### config.mk
export PLATFORM = sky130hd
export DESIGN_NAME = pipe_share_arb
export DESIGN_NICKNAME = d
export VERILOG_FILES = /design/src/rtl/pipe_share_arb.sv
export SDC_FILE = /design/constraint.sdc
export NUM_CORES = 1
export LEC_CHECK = 0
export ABC_AREA = 1
export BUFFER_PORTS_ARGS = -buffer_cell sky130_fd_sc_hd__buf_2
export CAP_MARGIN = 0
export CORE_AREA = 8 8 45 47
export DETAILED_ROUTE_END_ITERATION = 10
export DIE_AREA = 0 0 53 55
export PLACE_DENSITY_LB_ADDON = 0.05
export SYNTH_ARGS = -nofsm -noshare
export SYNTH_HDL_FRONTEND = slang
export SYNTH_SLANG_ARGS = --single-unit
### constraint.sdc
create_clock -name clk -period 2.3 [get_ports clk]
set_clock_uncertainty 0.15 [all_clocks]
set_input_delay 0.46 -clock clk [delete_from_list [all_inputs] [get_ports clk]]
set_output_delay 0.46 -clock clk [all_outputs]
set_load 0.02 [all_outputs]
### src/rtl/pipe_share_arb.sv
// pipe_share_arb: two requesters share one registered inverting pipeline
// (stage 1 capture -> invert -> stage 2), round-robin arbitrated.
// A granted word comes out two cycles later on y, tagged with its requester ID.
// Optional feature macro: PSA_BURST_EN. When it is defined, a requester keeps
// priority for up to BURST consecutive contended grants.
module pipe_share_arb #(
  parameter int W     = 1,
  parameter int BURST = 4
) (
  input  logic         clk,
  input  logic         rb,
  input  logic         en,
  input  logic         req0,
  input  logic [W-1:0] d0,
  output logic         gnt0,
  input  logic         req1,
  input  logic [W-1:0] d1,
  output logic         gnt1,
  output logic [W-1:0] y,
  output logic         y_vld,
  output logic         y_id
);

  // BURST below 1 is not a legal setting; this block makes such a build visible
  // in the elaborated hierarchy.
  if (BURST < 1) begin : g_burst_illegal
  end

  logic         prio_r;
  logic         prio_nxt_s;
  logic         gnt0_s;
  logic         gnt1_s;
  logic         any_gnt_s;
  logic         contend_s;
  logic         s1_v_r;
  logic [W-1:0] s1_d_r;
  logic         s1_id_r;
  logic         s2_v_r;
  logic [W-1:0] s2_d_r;
  logic         s2_id_r;

  // Grant selection; grants are held low during reset and when arbitration is off.
  always_comb begin
    gnt0_s = 1'b0;
    gnt1_s = 1'b0;
    if (rb && en) begin
      if (req0 && req1) begin
        if (prio_r) begin
          gnt1_s = 1'b1;
        end else begin
          gnt0_s = 1'b1;
        end
      end else if (req0) begin
        gnt0_s = 1'b1;
      end else if (req1) begin
        gnt1_s = 1'b1;
      end else begin
        gnt0_s = 1'b0;
        gnt1_s = 1'b0;
      end
    end else begin
      gnt0_s = 1'b0;
      gnt1_s = 1'b0;
    end
  end

  assign gnt0      = gnt0_s;
  assign gnt1      = gnt1_s;
  assign any_gnt_s = gnt0_s | gnt1_s;
  assign contend_s = req0 & req1;

`ifdef PSA_BURST_EN
  // Counter is wide enough to hold BURST itself.
  localparam int CW = (BURST > 1) ? $clog2(BURST + 1) : 1;
  localparam logic [CW:0] BURST_LIM = BURST[CW:0];

  logic [CW-1:0] cnt_r;
  logic [CW-1:0] cnt_nxt_s;
  logic [CW:0]   cnt_inc_s;
  logic          owner_req_s;

  assign cnt_inc_s   = {1'b0, cnt_r} + {{CW{1'b0}}, 1'b1};
  assign owner_req_s = prio_r ? req1 : req0;

  // Priority keeps the current owner until its contended run hits BURST or it
  // stops requesting; uncontended grants leave the run count alone.
  always_comb begin
    prio_nxt_s = prio_r;
    cnt_nxt_s  = cnt_r;
    if (any_gnt_s && contend_s) begin
      if (cnt_inc_s >= BURST_LIM) begin
        prio_nxt_s = ~gnt1_s;
        cnt_nxt_s  = {CW{1'b0}};
      end else begin
        prio_nxt_s = gnt1_s;
        cnt_nxt_s  = cnt_inc_s[CW-1:0];
      end
    end else if (!owner_req_s && (cnt_r != {CW{1'b0}})) begin
      prio_nxt_s = ~prio_r;
      cnt_nxt_s  = {CW{1'b0}};
    end else begin
      prio_nxt_s = prio_r;
      cnt_nxt_s  = cnt_r;
    end
  end

  // Burst run counter register.
  always_ff @(posedge clk or negedge rb) begin
    if (!rb) begin
      cnt_r <= {CW{1'b0}};
    end else begin
      cnt_r <= cnt_nxt_s;
    end
  end
`else
  // Strict alternation: every contended grant hands priority to the other side.
  always_comb begin
    prio_nxt_s = prio_r;
    if (any_gnt_s && contend_s) begin
      prio_nxt_s = ~gnt1_s;
    end else begin
      prio_nxt_s = prio_r;
    end
  end
`endif

  // Priority register; requester 0 is favoured out of reset.
  always_ff @(posedge clk or negedge rb) begin
    if (!rb) begin
      prio_r <= 1'b0;
    end else begin
      prio_r <= prio_nxt_s;
    end
  end

  // Stage 1 captures the granted word and its owner; data holds when idle.
  always_ff @(posedge clk or negedge rb) begin
    if (!rb) begin
      s1_v_r  <= 1'b0;
      s1_d_r  <= {W{1'b0}};
      s1_id_r <= 1'b0;
    end else if (any_gnt_s) begin
      s1_v_r  <= 1'b1;
      s1_d_r  <= gnt1_s ? d1 : d0;
      s1_id_r <= gnt1_s;
    end else begin
      s1_v_r  <= 1'b0;
    end
  end

  // Stage 2 inverts and advances every cycle; there is no stall path.
  always_ff @(posedge clk or negedge rb) begin
    if (!rb) begin
      s2_v_r  <= 1'b0;
      s2_d_r  <= {W{1'b0}};
      s2_id_r <= 1'b0;
    end else begin
      s2_v_r  <= s1_v_r;
      s2_d_r  <= ~s1_d_r;
      s2_id_r <= s1_id_r;
    end
  end

  assign y     = s2_d_r;
  assign y_vld = s2_v_r;
  assign y_id  = s2_id_r;

endmodule

==> insert_results.sql <==
INSERT INTO impl_metrics (metric_group, metric, value, unit) VALUES
('clock_network', 'cts_repair_resize_count', '0', ''),
('timing', 'setup_viol_count_final', '0', ''),
('status', 'result_of_the_run', 'finished, final reports clean', ''),
('yosys', 'yosysWarningCount', '0', ''),
('floorplanning', 'floorplan.initialDensity', '21.7', '%'),
('timing', 'finalHoldViolCount', '0', ''),
('setup_path', 'worst_r2r_endpoint', 's1_d_r', ''),
('final_layout', 'num-fill-cells', '162', ''),
('clock_network', 'worst_skew_pair.late_latency', '240', 'ps'),
('setup_path', 'path_max_fanout', '4', ''),
('drt', 'drt-pass1-iter-count', '4', ''),
('placement', 'dpl_worst_slack', '498', 'ps'),
('setup_path', 'critPathCapture', 'gnt1', ''),
('setup_path', 'setup.worst_path.end_class', 'primary output', ''),
('global_route', 'grt_first_pass_wirelength', '1.13', 'mm'),
('yosys', 'synth_top_area_share', '58.3', '%'),
('final_layout', 'layout_commonest_cell', 'sky130_fd_sc_hd__buf_2', ''),
('setup_path', 'reg2reg_from', 'prio_r', ''),
('floorplanning', 'rows', '14', ''),
('timing', 'highest_clock_rate', '586', 'MHz'),
('setup_path', 'startpoint_type', 'register', ''),
('yosys', 'postSynthRegisterBits', '7', ''),
('floorplanning', 'die_w', '53', 'microns'),
('worst_hold_path', 'worst_hold_path_type', 'reg -> reg', ''),
('timing', 'timing.final.max_slew_violations', '0', ''),
('setup_path', 'rrSetupSlack', '1320', 'ps'),
('timing', 'rsz0062_at_grt', 'false', ''),
('drt', 'route.detailed.vias_per_inst', '4.13', ''),
('timing', 'final.period_utilization', '74.2', '%'),
('final_layout', 'layout-drive-gt1-share', '44.7', '%'),
('placement', 'port_buffers', '11', ''),
('yosys', 'ys_types', '9', ''),
('power', 'total_leakage_power', '0.233', 'nW'),
('yosys', 'nets_in_the_synthesized_netlist', '38', ''),
('placement', 'finalWeightedCongestion', '0.659', ''),
('flow_run', 'max_cap_viol_count', '0', ''),
('yosys', 'yosysTopAreaCell', 'sky130_fd_sc_hd__dfrtp_1', ''),
('yosys', 'mapped_area', '300', 'sq um'),
('timing', 'layout_min_cycle_time', '1710', 'ps'),
('clock_network', 'tritoncts.num_buffers', '3', ''),
('placement', 'dpl_cell_area', '375', 'sq um'),
('yosys', 'synth.area.top_cells', 'sky130_fd_sc_hd__dfrtp_1 58%, sky130_fd_sc_hd__nand3_2 10%, sky130_fd_sc_hd__nand2_1 8.8%', ''),
('placement', 'detailed_place_hpwl', '529', 'microns'),
('final_layout', 'antenna-diode-count', '0', ''),
('floorplanning', 'boundaryPins', '12', ''),
('yosys', 'cell_count_after_synthesis', '31', ''),
('global_route', 'number_of_global_route_vias_before_repair', '274', ''),
('final_layout', 'mostFrequentLayoutCells', '11 x sky130_fd_sc_hd__buf_2, 7 x sky130_fd_sc_hd__nand2_1, 7 x sky130_fd_sc_hd__dfrtp_1, 5 x sky130_fd_sc_hd__nand3_1, 4 x sky130_fd_sc_hd__inv_1', ''),
('clock_network', 'worst_case_clock_buffer_depth', '2', ''),
('clock_network', 'clkSinkCount', '7', ''),
('setup_path', 'critPathKind', 'reg -> out', ''),
('final_layout', 'layout-area-overhead-vs-synth', '37.1', '%'),
('setup_path', 'critical_path.startpoint', 'prio_r', ''),
('floorplanning', 'die_area', '2920', 'sq um'),
('setup_path', 'arrival_time_at_the_worst_endpoint', '1100', 'ps'),
('drt', 'vias', '260', ''),
('setup_path', 'worst-r2r-cell-count', '4', ''),
('clock_network', 'tritoncts', 'done', ''),
('clock_network', 'clk_transition_reported_paths', '50', 'ps'),
('timing', 'tightest_slew', '308', 'ps'),
('clock_network', 'cts_max_level', '1', ''),
('timing', 'setup_slack', '594', 'ps'),
('drt', 'postRouteWirelength', '655', 'microns'),
('yosys', 'synth-seq-area-share', '58.3', '%'),
('global_route', 'global_route.usage.total', '5.89', '%'),
('timing', 'timing.max_slew.rel_slack', '79.4', '%'),
('global_route', 'grt_max_degree', '8', ''),
('global_route', 'grt.overflow.total', '0', ''),
('timing', 'setup-tns-final', '0', 'ps'),
('drt', 'drcViolationCount', '0', ''),
('clock_network', 'cts.root.buffer_cell', 'sky130_fd_sc_hd__clkbuf_4', '');
==> synth_stat cells <==
library cell and instances:
sky130_fd_sc_hd__a21oi_1 1, sky130_fd_sc_hd__clkinv_2 1, sky130_fd_sc_hd__dfrtp_1 7, sky130_fd_sc_hd__inv_1 4, sky130_fd_sc_hd__nand2_1 7, sky130_fd_sc_hd__nand2_2 2, sky130_fd_sc_hd__nand3_1 5, sky130_fd_sc_hd__nand3_2 3
sky130_fd_sc_hd__nor2_2 1
==> layer usage <==
metal | global-route usage [%] | wire length (microns) | part of all wire, % | vias up
li1 | - | - | - | 129
met1 | 5.27 | 237 | 36 | 119
met2 | 7.81 | 312 | 48 | 10
met3 | 2.41 | 69 | 11 | 2
met4 | 10.3 | 36 | 5.5 | 0
met5 | 0 | 0 | 0 | -
==> worst min-delay path by stage <==
stage	startpoint	slack [ps]	cells past startpoint	to
global placement	rb	170	1	s1_v_r
finish	s1_v_r	200	0	y_vld
global route	s1_v_r	210	0	y_vld
CTS	s1_v_r	200	0	y_vld
detailed placement	rb	170	1	s1_v_r
floorplan	rb	10	0	prio_r
==> flip-flops by register name (all words and copies together), names as in the netlist <==
register / flops
prio_r: 1
s1_d_r: 1
s1_id_r: 1
s1_v_r: 1
y: 1
y_id: 1
y_vld: 1
==> worst max-delay path, cell delays in order, from the launching register on <==
cell and delay, ps:
sky130_fd_sc_hd__dfrtp_1 400, sky130_fd_sc_hd__inv_1 80, sky130_fd_sc_hd__nand2_1 90, sky130_fd_sc_hd__nand2_2 100, sky130_fd_sc_hd__inv_1 40, sky130_fd_sc_hd__buf_2 150
==> area by class of cell <==
class / count / area [sq um] / share of cell area [%]
multi-input cells: 19 / 105 / 25.5
repair buffers: 12 / 65.1 / 15.8
flip-flops and latches: 7 / 175 / 42.6
clock buffers: 4 / 26.3 / 6.38
well taps: 16 / 20.0 / 4.86
inverters: 5 / 20.0 / 4.86
==> power breakdown <==
group	switching, mW	internal, mW
Combinational	0.0359	0.0208
Sequential	0.00786	0.141
Clock	0.0419	0.0660
==> cell families after synthesis <==
family                 count (synthesis)  synth area share [%]
buffers and inverters                  5                  6.66
AND/OR/NAND/NOR                       18                  33.3
AO/OA/AOI/OAI                          1                  1.67
flip-flops                             7                  58.3
==> per-stage QoR <==
step	power (mW)	hold slack (ps)	utilization, %	instances
final	0.313	201	29.7	63
after global routing	0.336	212	29.7	63
after CTS	0.322	204	29.7	63
after detailed placement	0.208	172	27.1	58
after global placement	0.207	169	27.1	58
after floorplan	0.183	14.4	-	31
No activity file was read; power rests on OpenSTA's default activity.
